**src/rtl/blackjack_pkg.sv**
```systemverilog
// Shared blackjack types: deck geometry, card owner tags, dealer FSM states
// and the card record, plus the index -> rank/suit mapping.
package blackjack_pkg;

  localparam int DECK_SIZE  = 52;
  localparam int RANKS      = 13;
  localparam int SUITS      = 4;
  localparam int CARD_IDX_W = 6;

  typedef enum logic {
    PLAYER = 1'b0,
    DEALER = 1'b1
  } owner_e;

  typedef enum logic [2:0] {
    IDLE,
    RNG_REQ,
    RNG_WAIT,
    PROBE,
    DELIVER
  } state_e;

  typedef struct packed {
    logic [5:0] index;
    logic [3:0] rank;
    logic [1:0] suit;
  } card_t;

  // Suit by threshold compare; rank is the offset within the suit, 1-based.
  function automatic card_t card_from_index(input logic [5:0] idx);
    card_t      c;
    logic [5:0] base;
    if (idx >= 6'(3 * RANKS)) begin
      c.suit = 2'd3;
      base   = 6'(3 * RANKS);
    end else if (idx >= 6'(2 * RANKS)) begin
      c.suit = 2'd2;
      base   = 6'(2 * RANKS);
    end else if (idx >= 6'(RANKS)) begin
      c.suit = 2'd1;
      base   = 6'(RANKS);
    end else begin
      c.suit = 2'd0;
      base   = 6'd0;
    end
    c.index = idx;
    c.rank  = 4'(idx - base) + 4'd1;
    return c;
  endfunction

endpackage

```
**src/rtl/deck_tracker.sv**
```systemverilog
// Dealt-card bitmap and undealt-card counter for one deck.
// A clear returns every card; a mark removes one undealt card.
module deck_tracker #(
  parameter int DECK_SIZE = 52,
  parameter int IDX_W     = 6,
  parameter int CNT_W     = 6
) (
  input  logic             clk,
  input  logic             resetN,
  input  logic             clear,
  input  logic             markValid,
  input  logic [IDX_W-1:0] markIndex,
  input  logic [IDX_W-1:0] queryIndex,
  output logic             queryDealt,
  output logic [CNT_W-1:0] cardsLeft
);

  logic [DECK_SIZE-1:0] mask_q, mask_d;
  logic [CNT_W-1:0]     count_q, count_d;

  always_comb begin
    mask_d  = mask_q;
    count_d = count_q;
    if (clear) begin
      mask_d  = '0;
      count_d = CNT_W'(DECK_SIZE);
    end else if (markValid && !mask_q[markIndex]) begin
      // Guarded so a repeated mark can never drive the counter below the mask.
      mask_d[markIndex] = 1'b1;
      count_d           = count_q - CNT_W'(1);
    end
  end

  always_ff @(posedge clk or negedge resetN) begin
    if (!resetN) begin
      mask_q  <= '0;
      count_q <= CNT_W'(DECK_SIZE);
    end else begin
      mask_q  <= mask_d;
      count_q <= count_d;
    end
  end

  assign queryDealt = mask_q[queryIndex];
  assign cardsLeft  = count_q;

endmodule

```
**src/rtl/card_dealer_arbiter.sv**
```systemverilog
// Round-robin card dealer for the player and dealer hands: pulses the shared
// RNG, folds its value into the deck, linear-probes to an undealt card.
module card_dealer_arbiter #(
  parameter int DECK_SIZE = 52,
  parameter int RNG_WIDTH = 6
) (
  input  logic                 clk,
  input  logic                 resetN,
  input  logic                 playerReq,
  input  logic                 dealerReq,
  input  logic                 shuffle,
  input  logic [RNG_WIDTH-1:0] rngValue,
  output logic                 rngRequest,
  output logic                 cardValid,
  output logic                 cardOwner,
  output logic                 deckEmpty,
  output logic [5:0]           cardIndex,
  output logic [3:0]           cardRank,
  output logic [1:0]           cardSuit,
  output logic [5:0]           cardsLeft
);

  import blackjack_pkg::*;

  state_e                state_q, state_d;
  owner_e                owner_q, owner_d;
  owner_e                last_owner_q, last_owner_d;
  owner_e                out_owner_q, out_owner_d;
  logic                  pending_q, pending_d;
  logic [CARD_IDX_W-1:0] probe_q, probe_d;
  logic                  rng_req_q, rng_req_d;
  logic                  valid_q, valid_d;
  logic                  empty_q, empty_d;
  card_t                 card_q, card_d;

  logic   deck_clear;
  logic   deck_mark;
  logic   probe_dealt;
  logic   any_req;
  owner_e grant;

  deck_tracker #(
    .DECK_SIZE (DECK_SIZE),
    .IDX_W     (CARD_IDX_W),
    .CNT_W     (6)
  ) u_deck (
    .clk        (clk),
    .resetN     (resetN),
    .clear      (deck_clear),
    .markValid  (deck_mark),
    .markIndex  (probe_q),
    .queryIndex (probe_q),
    .queryDealt (probe_dealt),
    .cardsLeft  (cardsLeft)
  );

  assign any_req = playerReq | dealerReq;

  // On a tie the side not served last goes first.
  always_comb begin
    if (playerReq && dealerReq) begin
      grant = (last_owner_q == DEALER) ? PLAYER : DEALER;
    end else if (dealerReq) begin
      grant = DEALER;
    end else begin
      grant = PLAYER;
    end
  end

  always_comb begin
    state_d      = state_q;
    owner_d      = owner_q;
    last_owner_d = last_owner_q;
    out_owner_d  = PLAYER;
    pending_d    = pending_q | shuffle;
    probe_d      = probe_q;
    rng_req_d    = 1'b0;
    valid_d      = 1'b0;
    empty_d      = 1'b0;
    card_d       = '0;
    deck_clear   = 1'b0;
    deck_mark    = 1'b0;
    unique case (state_q)
      IDLE: begin
        if (pending_q || shuffle) begin
          deck_clear = 1'b1;
          pending_d  = 1'b0;
        end else if (any_req && cardsLeft == '0) begin
          valid_d     = 1'b1;
          empty_d     = 1'b1;
          out_owner_d = grant;
        end else if (any_req) begin
          owner_d   = grant;
          rng_req_d = 1'b1;
          state_d   = RNG_REQ;
        end
      end
      RNG_REQ: state_d = RNG_WAIT;
      RNG_WAIT: begin
        // 2^RNG_WIDTH <= 2*DECK_SIZE, so a single subtraction lands in range.
        if (rngValue < RNG_WIDTH'(DECK_SIZE)) begin
          probe_d = CARD_IDX_W'(rngValue);
        end else begin
          probe_d = CARD_IDX_W'(rngValue - RNG_WIDTH'(DECK_SIZE));
        end
        state_d = PROBE;
      end
      PROBE: begin
        if (!probe_dealt) begin
          deck_mark    = 1'b1;
          valid_d      = 1'b1;
          out_owner_d  = owner_q;
          card_d       = card_from_index(probe_q);
          last_owner_d = owner_q;
          state_d      = DELIVER;
        end else if (probe_q == CARD_IDX_W'(DECK_SIZE - 1)) begin
          probe_d = '0;
        end else begin
          probe_d = probe_q + CARD_IDX_W'(1);
        end
      end
      DELIVER: state_d = IDLE;
      default: state_d = IDLE;
    endcase
  end

  always_ff @(posedge clk or negedge resetN) begin
    if (!resetN) begin
      state_q      <= IDLE;
      owner_q      <= PLAYER;
      last_owner_q <= DEALER;
      out_owner_q  <= PLAYER;
      pending_q    <= 1'b0;
      probe_q      <= '0;
      rng_req_q    <= 1'b0;
      valid_q      <= 1'b0;
      empty_q      <= 1'b0;
      card_q       <= '0;
    end else begin
      state_q      <= state_d;
      owner_q      <= owner_d;
      last_owner_q <= last_owner_d;
      out_owner_q  <= out_owner_d;
      pending_q    <= pending_d;
      probe_q      <= probe_d;
      rng_req_q    <= rng_req_d;
      valid_q      <= valid_d;
      empty_q      <= empty_d;
      card_q       <= card_d;
    end
  end

  assign rngRequest = rng_req_q;
  assign cardValid  = valid_q;
  assign cardOwner  = out_owner_q;
  assign deckEmpty  = empty_q;
  assign cardIndex  = card_q.index;
  assign cardRank   = card_q.rank;
  assign cardSuit   = card_q.suit;

endmodule

```
**config.mk**
```make
export PLATFORM = sky130hd
export DESIGN_NAME = card_dealer_arbiter
export DESIGN_NICKNAME = d
export VERILOG_FILES = /design/src/rtl/blackjack_pkg.sv /design/src/rtl/deck_tracker.sv /design/src/rtl/card_dealer_arbiter.sv
export SDC_FILE = /design/constraint.sdc
export NUM_CORES = 1
export LEC_CHECK = 0
export ABC_AREA = 1
export BUFFER_PORTS_ARGS = -buffer_cell sky130_fd_sc_hd__buf_2
export CORE_ASPECT_RATIO = 1.5
export CORE_MARGIN = 1
export CORE_UTILIZATION = 65
export CTS_CLUSTER_SIZE = 16
export DETAILED_ROUTE_END_ITERATION = 10
export GPL_ROUTABILITY_DRIVEN = 0
export GPL_TIMING_DRIVEN = 0
export PLACE_DENSITY = 0.85
export SYNTH_ARGS = -nofsm -noshare
export SYNTH_HDL_FRONTEND = slang
export SYNTH_SLANG_ARGS = --single-unit
```
**constraint.sdc**
```tcl
create_clock -name clk -period 6.1 [get_ports clk]
set_input_delay 0.61 -clock clk [delete_from_list [all_inputs] [get_ports clk]]
set_output_delay 0.61 -clock clk [all_outputs]
set_load 0.02 [all_outputs]
```
==> impl_metrics.csv <==
group,metric,value,unit
run_status,outcome,"complete, no violations",
worst_setup_path,timing.reg2reg.setup_slack,3.32,ns
clock_tree,cts_tree,"built",
synthesis,synth_seq_cells,86,
worst_setup_path,r2r-start,"probe_q[0]$_DFFE_PN0P_",
clock_tree,numCtsBuffers,9,
worst_setup_path,slowest_stage,"fa_1",
sta,finalSetupViolations,0,
drt,vias,4187,
global_routing,grt_max_degree,66,
drt,dr.pass1.iters,5,
worst_setup_path,worstSetupStartpointType,"flip-flop",
layout,nets,659,
worst_setup_path,crit_chain,"inv_2 -> buf_4 -> ha_1 -> inv_1 -> nand2_1 -> a21oi_1 -> inv_1 -> ha_1 -> inv_1 -> ha_1 -> fa_1 -> inv_1 -> nor2_1",
worst_setup_path,arrival,3.08,ns
clock_tree,clock_sinks,86,
floorplanning,die-area,7690,um2
sta,layout_min_cycle_time,2.78,ns
clock_tree,insertion_delay,0.38,ns
floorplanning,initial_core_util,0.682,
floorplanning,ioPinCount,33,
placement,place_ws,3.40,ns
layout,drive_gt1_frac,0.199,
synthesis,yosysMostFrequentCell,"nand2_1",
worst_setup_path,end_kind,"flip-flop",
placement,port-buffer-count,32,
clock_tree,cts_resized,0,
sta,timing.setup.tns,0,ns
sta,grt_setup_unrepaired,"false",
synthesis,yosys_warnings,0,
floorplanning,fp.dieW,71.9,um
synthesis,synth_top_area_frac,0.430,
synthesis,yosysUniqueCellTypes,29,
global_routing,overflow,0,
synthesis,yosys-top-cells-count,"nand2_1, dfrtp_1, inv_1",
clock_tree,post_cts_buffers,0,
synthesis,synthesis.nets,615,
power,intPower,1.44,mW
drt,via_per_inst,5.65,
synthesis,synth_edf_count,0,
layout,syn_to_final_growth,11.6,%
power,pwr-share-clk,0.173,
synthesis,syn_area_per_cell,8.02,um2
synthesis,yosys-top-cells-area,"dfrtp_1, nand2_1, o22ai_2",
drt,wl_per_cell,15.9,um
sta,fin_ws,3.32,ns
power,cellPowerDensity,520,nW/um2
drt,drt_iter0_drc,326,
layout,antenna_cells,0,
sta,finalHoldViolCount,0,
power,p_total,2.77,mW
global_routing,grt_pass1_wl,19.6,mm
global_routing,antenna_found_initial,0,
worst_setup_path,path_max_fanout,11,
power,p_comb_frac,0.540,
worst_setup_path,rr_endpoint,"cardRank[2]$_DFF_PN0_",
worst_setup_path,reg2reg_depth,13,
clock_tree,hold_buffers,0,
clock_tree,cts-root-buf,"clkbuf_8",
sta,clock_skew,0.00786,ns
synthesis,ys.flop_type,"dfrtp_1",
power,p_leak,2.67,nW
sta,finalCritPeriodShare,0.455,
worst_setup_path,critPathMaxStageDelay,0.48,ns
worst_hold_path,hold_path.class,"input port to asynchronous set/reset pin",
clock_tree,clockBufferDepth,2,
floorplanning,die_y,107,um
synthesis,synth-seq-area-share,0.452,
sta,maxSlewViolCount,0,
global_routing,grt_use_total,0.335,
sta,tightestPinTransition,0.814,ns
sta,whs,0.118,ns
drt,detail-route-antenna-nets,0,
sta,slew_headroom,0.455,
synthesis,yosysTopAreaCell,"dfrtp_1",
sta,fmax,0.360,GHz
synthesis,synth_area,4770,um2
synthesis,synthCells,595,
clock_tree,cts.clk_slew.worst_paths,0.09,ns
worst_setup_path,critical_path_required,6.41,ns
power,swShare,0.480,
layout,nFillCells,512,
drt,drcViolationCount,0,
power,seq_power_share,0.288,
drt,wl,11.8,mm
floorplanning,core,6990,um2
power,power.switching,1.33,mW
synthesis,async_flop_share,1.00,
worst_setup_path,crit_top_cell,"inv_1",
worst_setup_path,path_class,"flip-flop to flip-flop",
run,cap_violations,0,
clock_tree,htreeDepth,3,
placement,dpl.hpwl,8.22,mm
global_routing,grt_pass1_vias,4228,
floorplanning,rows,37,
power,irDropWorstVdd,0.346,mV
[final cells by class]
| type | count | area [um2] | area share |
|---|---|---|---|
| Sequential cell | 86 | 2160 | 0.405 |
| Multi-Input combinational cell | 396 | 2110 | 0.397 |
| Inverter | 90 | 338 | 0.0635 |
| Timing Repair Buffer | 33 | 190 | 0.0357 |
| Clock buffer | 12 | 165 | 0.0310 |
| Buffer | 23 | 161 | 0.0303 |
| Tap cell | 97 | 121 | 0.0228 |
| Clock inverter | 4 | 76.3 | 0.0143 |
[kinds of logic (layout without fill, tap and decap cells)]
group | after synthesis | after routing | share of synthesized area
and+or+nand+nor | 298 | 298 | 0.253
buffers and inverters | 113 | 162 | 0.105
DFF | 86 | 86 | 0.452
AOI/OAI and AO/OA | 83 | 83 | 0.154
adders and majority gates | 9 | 9 | 0.0252
xor gates and xnor gates | 6 | 6 | 0.0110
[worst max-delay path, delay by kind of cell, from the launching register on]
family                   cells  cell delay, ns
AND/OR/NAND/NOR              2            0.14
AO/OA/AOI/OAI                1            0.32
adder cells (fa/ha/maj)      4            1.17
flip-flops                   1            0.47
buffers and inverters        6            0.59
[state kept, by name (all words and copies together), names as in the netlist]
signal	count
cardIndex	6
u_deck.mask_q	52
cardValid	1
state_q	3
last_owner_q	1
probe_q	6
u_deck.cardsLeft	6
pending_q	1
cardOwner	1
cardRank	4
deckEmpty	1
cardSuit	2
rngRequest	1
owner_q	1
[power by group through the flow]
stage	sequential [mW]	combinational (mW)	clock, mW
2_1_floorplan	0.846	1.03	0
3_3_place_gp	0.798	1.42	0
3_5_place_dp	0.804	1.47	0
4_1_cts	0.794	1.48	0.478
5_1_grt	0.809	1.64	0.497
6_report	0.796	1.49	0.478
[per-stage QoR]
| step | cells | utilization | instance area [um2] |
|---|---|---|---|
| 2_1_floorplan | 595 | - | 4770 |
| 3_3_place_gp | 724 | 0.723 | 5050 |
| 3_5_place_dp | 725 | 0.727 | 5080 |
| 4_1_cts | 741 | 0.761 | 5320 |
| 5_1_grt | 741 | 0.761 | 5320 |
| 6_report | 741 | 0.761 | 5320 |
[how the worst max path moves through the flow]
stage,from,to,slack (ns),cells past startpoint
5_1_grt,probe_q[0]$_DFFE_PN0P_,cardRank[2]$_DFF_PN0_,3.17,13
3_5_place_dp,probe_q[0]$_DFFE_PN0P_,cardRank[2]$_DFF_PN0_,3.40,13
4_1_cts,probe_q[0]$_DFFE_PN0P_,cardRank[2]$_DFF_PN0_,3.37,13
3_3_place_gp,probe_q[0]$_DFFE_PN0P_,cardRank[2]$_DFF_PN0_,3.47,13
6_report,probe_q[0]$_DFFE_PN0P_,cardRank[2]$_DFF_PN0_,3.32,13
2_1_floorplan,probe_q[0]$_DFFE_PN0P_,cardRank[2]$_DFF_PN0_,3.79,13
[layer usage]
metal | GRT usage | vias to the layer above | share of wire | wire [um]
li1 | - | 1967 | - | -
met4 | 0.217 | 0 | 0.043 | 507
met1 | 0.387 | 2000 | 0.37 | 4400
met5 | 0 | - | 0 | 0
met3 | 0.0611 | 46 | 0.062 | 729
met2 | 0.564 | 174 | 0.52 | 6150
[layout by cell type, fill, tap and decap left out, types with 2 or more instances in the layout]
master     netlist  layout
o22ai_2         39      39
nand2_2          2       2
ha_1             8       8
clkbuf_8         0      12
xnor2_1          3       3
clkbuf_1         4       4
o21ai_1         10      10
nor3_1           3       3
nand2_1        189     189
a21oi_1          8       8
clkinv_1         2       2
inv_2            7       7
xor2_1           3       3
nor2_1          51      51
o22ai_1          5       5
o21ai_0         14      14
inv_1           81      81
bufinv_16        0       2
buf_2            9      40
nor2_2           6       6
o211ai_1         5       5
dfstp_2          4       4
dfrtp_1         82      82
buf_6            7       7
nand3_1         45      45
buf_4            3       4
Note: power is estimated with default switching activity, not from simulation.
